**src/rtl/round_robin_4x1_arbiter_if.sv**
```systemverilog
// Request/grant and valid/ready bundle between four channel sources, the arbiter and its sink.
// master is the arbiter side; slave is the source/sink side.
interface round_robin_4x1_arbiter_if #(parameter int n = 4);
   logic [n-1:0] A;
   logic [n-1:0] B;
   logic [n-1:0] C;
   logic [n-1:0] D;
   logic [3:0]   req;
   logic [3:0]   gnt;
   logic [n-1:0] Y;
   logic [1:0]   S;
   logic         Y_valid;
   logic         Y_ready;

   modport master (
      input  A, B, C, D, req, Y_ready,
      output gnt, Y, S, Y_valid
   );

   modport slave (
      output A, B, C, D, req, Y_ready,
      input  gnt, Y, S, Y_valid
   );
endinterface

```
**src/rtl/round_robin_4x1_arbiter.sv**
```systemverilog
// Round-robin 4:1 arbiter into a one-entry output register; req -> Y/S valid next cycle.
// Backpressure: while full and not ready, gnt stays 0 and Y/S are frozen; pop+load is bubble-free.
module round_robin_4x1_arbiter #(
   parameter int n = 4
) (
   input  logic                             clk,
   input  logic                             rst,
   round_robin_4x1_arbiter_if.master        bus
);

   typedef enum logic {
      EMPTY = 1'b0,
      FULL  = 1'b1
   } state_t;

   state_t       state;
   state_t       state_nxt;

   logic [1:0]   last;
   logic [1:0]   cand;
   logic [1:0]   win_idx;
   logic         win_found;
   logic [n-1:0] win_dat;

   logic         pop;
   logic         can_load;
   logic         any;
   logic         load;

   logic [n-1:0] y_q;
   logic [1:0]   s_q;
   logic [3:0]   gnt_c;
   logic         valid_c;

   assign pop      = (state == FULL) & bus.Y_ready;
   assign can_load = (state == EMPTY) | pop;
   assign any      = |bus.req;
   assign load     = can_load & any & !rst;

   // Search starts one past the last winner so every requester is reached within four loads.
   always_comb begin
      cand      = '0;
      win_idx   = last;
      win_found = 1'b0;
      for (int k = 1; k <= 4; k++) begin
         cand = last + 2'(k);
         if (!win_found && bus.req[cand]) begin
            win_idx   = cand;
            win_found = 1'b1;
         end
      end
   end

   always_comb begin
      win_dat = '0;
      unique case (win_idx)
         2'd0: win_dat = bus.A;
         2'd1: win_dat = bus.B;
         2'd2: win_dat = bus.C;
         2'd3: win_dat = bus.D;
         default: win_dat = '0;
      endcase
   end

   always_ff @(posedge clk) begin
      if (rst) begin
         state <= EMPTY;
      end else begin
         state <= state_nxt;
      end
   end

   always_comb begin
      state_nxt = state;
      unique case (state)
         EMPTY: begin
            if (load) begin
               state_nxt = FULL;
            end
         end
         FULL: begin
            if (load) begin
               state_nxt = FULL;
            end else if (pop) begin
               state_nxt = EMPTY;
            end
         end
         default: state_nxt = EMPTY;
      endcase
   end

   always_comb begin
      valid_c = (state == FULL);
      gnt_c   = 4'b0000;
      if (load) begin
         gnt_c = 4'b0001 << win_idx;
      end
   end

   // last only moves on a real load, so a withdrawn request never shifts priority.
   always_ff @(posedge clk) begin
      if (rst) begin
         y_q  <= '0;
         s_q  <= 2'b00;
         last <= 2'b11;
      end else if (load) begin
         y_q  <= win_dat;
         s_q  <= win_idx;
         last <= win_idx;
      end
   end

   assign bus.gnt     = gnt_c;
   assign bus.Y_valid = valid_c;
   assign bus.Y       = y_q;
   assign bus.S       = s_q;

endmodule

```
**src/flat_wrapper.sv**
```systemverilog
// flat-port wrapper written by rule: the top's interface ports become plain ports
module round_robin_4x1_arbiter_flat 
#(
   parameter int n = 4
)
  (clk, rst, bus_A, bus_B, bus_C, bus_D, bus_req, bus_Y_ready, bus_gnt, bus_Y, bus_S, bus_Y_valid);
  round_robin_4x1_arbiter_if #(.n(n)) bus_i ();
  input  logic clk;
  input  logic rst;
  input wire logic [$bits(bus_i.A)-1:0] bus_A;
  input wire logic [$bits(bus_i.B)-1:0] bus_B;
  input wire logic [$bits(bus_i.C)-1:0] bus_C;
  input wire logic [$bits(bus_i.D)-1:0] bus_D;
  input wire logic [$bits(bus_i.req)-1:0] bus_req;
  input wire logic [$bits(bus_i.Y_ready)-1:0] bus_Y_ready;
  output wire logic [$bits(bus_i.gnt)-1:0] bus_gnt;
  output wire logic [$bits(bus_i.Y)-1:0] bus_Y;
  output wire logic [$bits(bus_i.S)-1:0] bus_S;
  output wire logic [$bits(bus_i.Y_valid)-1:0] bus_Y_valid;
  assign bus_i.A = bus_A;
  assign bus_i.B = bus_B;
  assign bus_i.C = bus_C;
  assign bus_i.D = bus_D;
  assign bus_i.req = bus_req;
  assign bus_i.Y_ready = bus_Y_ready;
  assign bus_gnt = bus_i.gnt;
  assign bus_Y = bus_i.Y;
  assign bus_S = bus_i.S;
  assign bus_Y_valid = bus_i.Y_valid;
  round_robin_4x1_arbiter #(.n(n)) u_core (.clk(clk), .rst(rst), .bus(bus_i));
endmodule
```
**config.mk**
```make
export PLATFORM = sky130hd
export DESIGN_NAME = round_robin_4x1_arbiter_flat
export DESIGN_NICKNAME = d
export VERILOG_FILES = /design/src/rtl/round_robin_4x1_arbiter_if.sv /design/src/rtl/round_robin_4x1_arbiter.sv /design/src/flat_wrapper.sv
export SDC_FILE = /design/constraint.sdc
export NUM_CORES = 1
export LEC_CHECK = 0
export BUFFER_PORTS_ARGS = -buffer_cell sky130_fd_sc_hd__buf_2
export CORE_MARGIN = 2
export CORE_UTILIZATION = 37
export DETAILED_ROUTE_END_ITERATION = 8
export PLACE_DENSITY = 0.81
export SLEW_MARGIN = 5
export SYNTH_ARGS = -nofsm -noshare
export SYNTH_HDL_FRONTEND = slang
export SYNTH_SLANG_ARGS = --single-unit
```
**constraint.sdc**
```tcl
create_clock -name clk -period 1.5 [get_ports clk]
set_input_delay 0 -clock clk [delete_from_list [all_inputs] [get_ports clk]]
set_output_delay 0 -clock clk [all_outputs]
set_load 0.005 [all_outputs]
```
==> summary.md <==
| Metric | Value |
|---|---|
| Mapped Area | `569 µm²` |
| Dpl hpwl | `1340 µm` |
| Fin area | `990 µm²` |
| Top-area cell type share of the netlist area | `31.6%` |
| Yosys top cell by area | `dfxtp_1` |
| Final ANT Viol Nets | `0` |
| Core footprint | `0.00147 mm²` |
| Worst min path class | `in -> reg` |
| GRT Total Usage | `20.1%` |
| Drt pass-1 iters | `4` |
| Max-cap violations | `0` |
| Cells after DPL | `126` |
| Final hold vios | `0` |
| Antenna Cells | `0` |
| Via density | `5.55` |
| LEAKAGE | `0.460 nW` |
| CP arrival | `1.51 ns` |
| Fin cells | `136` |
| Final setup margin | `-0.00842 ns` |
| Chip width | `43.2 µm` |
| Synth cell types | `25` |
| Final count of negative-setup-slack endpoints | `2` |
| Most used DFF post-synth | `dfxtp_1` |
| Mean Syn Cell Area | `7.91 µm²` |
| TritonCTS Sinks | `9` |
| Total power | `0.862 mW` |
| Layout cells sized above 1 | `57.5%` |
| Unrepaired setup endpoints after global routing | `true` |
| Post-Synthesis Cells | `72` |
| Synth async-reset ratio | `0%` |
| Worst hold margin | `0.0366 ns` |
| Clk_skew | `0.00984 ns` |
| Net Count, Synth | `95` |
| Crit path max fanout | `8` |
| DRC Markers | `0` |
| Worst vdd ir | `564 µV` |
| Area after DPL | `792 µm²` |
| Ranking of synthesized cells by area | `dfxtp_1 32%, a211oi_1 6.6%, nor2_1 5.9%` |
| Fin util | `67.3%` |
| Number of flops mapped to enable cells by yosys | `0` |
| Root Buffer | `clkbuf_4` |
| Least-Margin Pin Slew | `0.475 ns` |
| # nets final | `144` |
| Max_slew headroom | `68.2%` |
| Final Max Tran Viols | `0` |
| Io pins | `34` |
| Critical Path RT | `1.50 ns` |
| Initial antenna violation count | `0` |
| Tcrit/Tclk final | `101%` |
| Yosys warnings | `0` |
| Initial Utilization | `38.7%` |
| Post-layout min period | `1.51 ns` |
| Row cnt | `14` |
| DRT iter0 DRCs | `13` |
| PD cells | `871 mW/mm²` |
| Die Area | `0.00187 mm²` |
| Clock tree from TritonCTS | `done` |
| Seq cells post-synth | `9` |
| Post-Route WL | `1900 µm` |
| Setup TNS | `-0.0116 ns` |
| Port bufs | `33` |
| Vias in the first global route | `705` |
| P&R area growth vs syn | `73.8%` |
| Grt ovf | `0` |
| First-pass GRT wire length | `2710 µm` |
| Failing checks | `setup timing` |
| Htree depth | `1` |
| CTS Buffer Depth | `2` |
| Worst-path clk slew | `0.07 ns` |
| Critical path type | `reg -> out` |
| Register area share after synthesis | `31.6%` |
| Num CTS Buffers | `3` |
| Dpl ws | `0.0184 ns` |
| CP Launch Type | `flip-flop` |
| Crit. End Element | `output port` |
| Clock Latency Late Sink | `0.28 ns` |
| Routed vias | `755` |
| Chip height | `43.2 µm` |
| Achievable clock frequency | `663 MHz` |
| Pin count of the biggest net entering global routing | `9` |
| Routed len/inst | `14.0 µm` |
| GP Congestion | `0.869` |
| Outcome | `complete, but fails checks` |
## routing by layer
metal,track usage [%],vias to the layer above,share of wire [%]
li1,-,372,-
met3,4.68,4,5.5
met5,0,-,0
met2,37.0,23,52
met4,12.7,0,3.2
met1,19.6,356,40
## layout make-up
type / count / area [µm²]
tap: 16 / 20.0
sequential: 9 / 184
clock inverter: 1 / 5.00
timing repair buffer: 44 / 258
inverter: 3 / 11.3
fill: 128 / 482
clock buffer: 3 / 22.5
multi-input combinational: 60 / 489
## final timing paths
check                  startpoint            endpoint  slack, ns  cells after the start
setup / recovery   u_core.last[0]          bus_gnt[0]     -0.008                      6
setup reg to reg   u_core.last[0]     u_core.bus.Y[2]       0.01                      6
hold / removal        bus_Y_ready  u_core.bus.Y_valid       0.04                      3
hold reg to reg   u_core.bus.Y[3]     u_core.bus.Y[3]       0.46                      2
## sequential cells by signal (all words and copies together), names as in the netlist
signal	flops
u_core.last	2
u_core.bus.S	2
u_core.bus.Y_valid	1
u_core.bus.Y	4
## cells by family (layout without fill, tap and decap cells)
family | Yosys count | count (layout) | synth area share [%]
AO/OA/AOI/OAI | 26 | 26 | 35.4
buffers and inverters | 3 | 51 | 1.98
flip-flops | 9 | 9 | 31.6
AND/OR/NAND/NOR | 34 | 34 | 31.0
## synthesized netlist by cell type (all sizes together), types with 3 or more instances
| cell | number |
|---|---|
| nor2 | 9 |
| nor3 | 5 |
| inv | 3 |
| nor2b | 3 |
| nand2 | 8 |
| o31ai | 3 |
| and3 | 5 |
| o22ai | 3 |
| a211oi | 6 |
| o21ai | 3 |
| dfxtp | 9 |
## where the power goes
| group | leakage [nW] | switching [mW] | internal, mW |
|---|---|---|---|
| Sequential | 0.0751 | 0.0176 | 0.270 |
| Combinational | 0.367 | 0.186 | 0.185 |
| Clock | 0.0177 | 0.104 | 0.0990 |
## cells in the final DEF (no fill, tap or decap), types with 2 or more instances in the layout
cell       netlist  final
a211oi_1         5      2
a211oi_2         1      4
a32oi_2          0      2
and3_1           5      5
buf_2            0     33
buf_4            0      8
buf_6            0      2
clkbuf_4         0      3
dfxtp_1          9      8
inv_1            3      3
nand2_1          7      6
nor2_1           9      9
nor3_2           0      4
o211ai_1         2      2
o22ai_1          3      3
o2bb2ai_1        2      2
o31ai_1          3      3
## worst max-delay path: stages, from the launching register on
cell	delay, ns
dfxtp_4	0.38
nor2b_4	0.05
or3_4	0.40
buf_6	0.14
nand2_8	0.08
nor3_2	0.05
buf_2	0.12
## what timing repair did
item                                    4_1_cts  5_1_grt
endpoints found under the setup margin        5       10
pin swaps                                     8        7
hold buffers                                  1        0
gates resized for setup                      11       14
setup buffers                                 4        1
gates cloned                                  0        0
endpoints found under the hold margin         3        0
(Power assumes the default switching activity.)
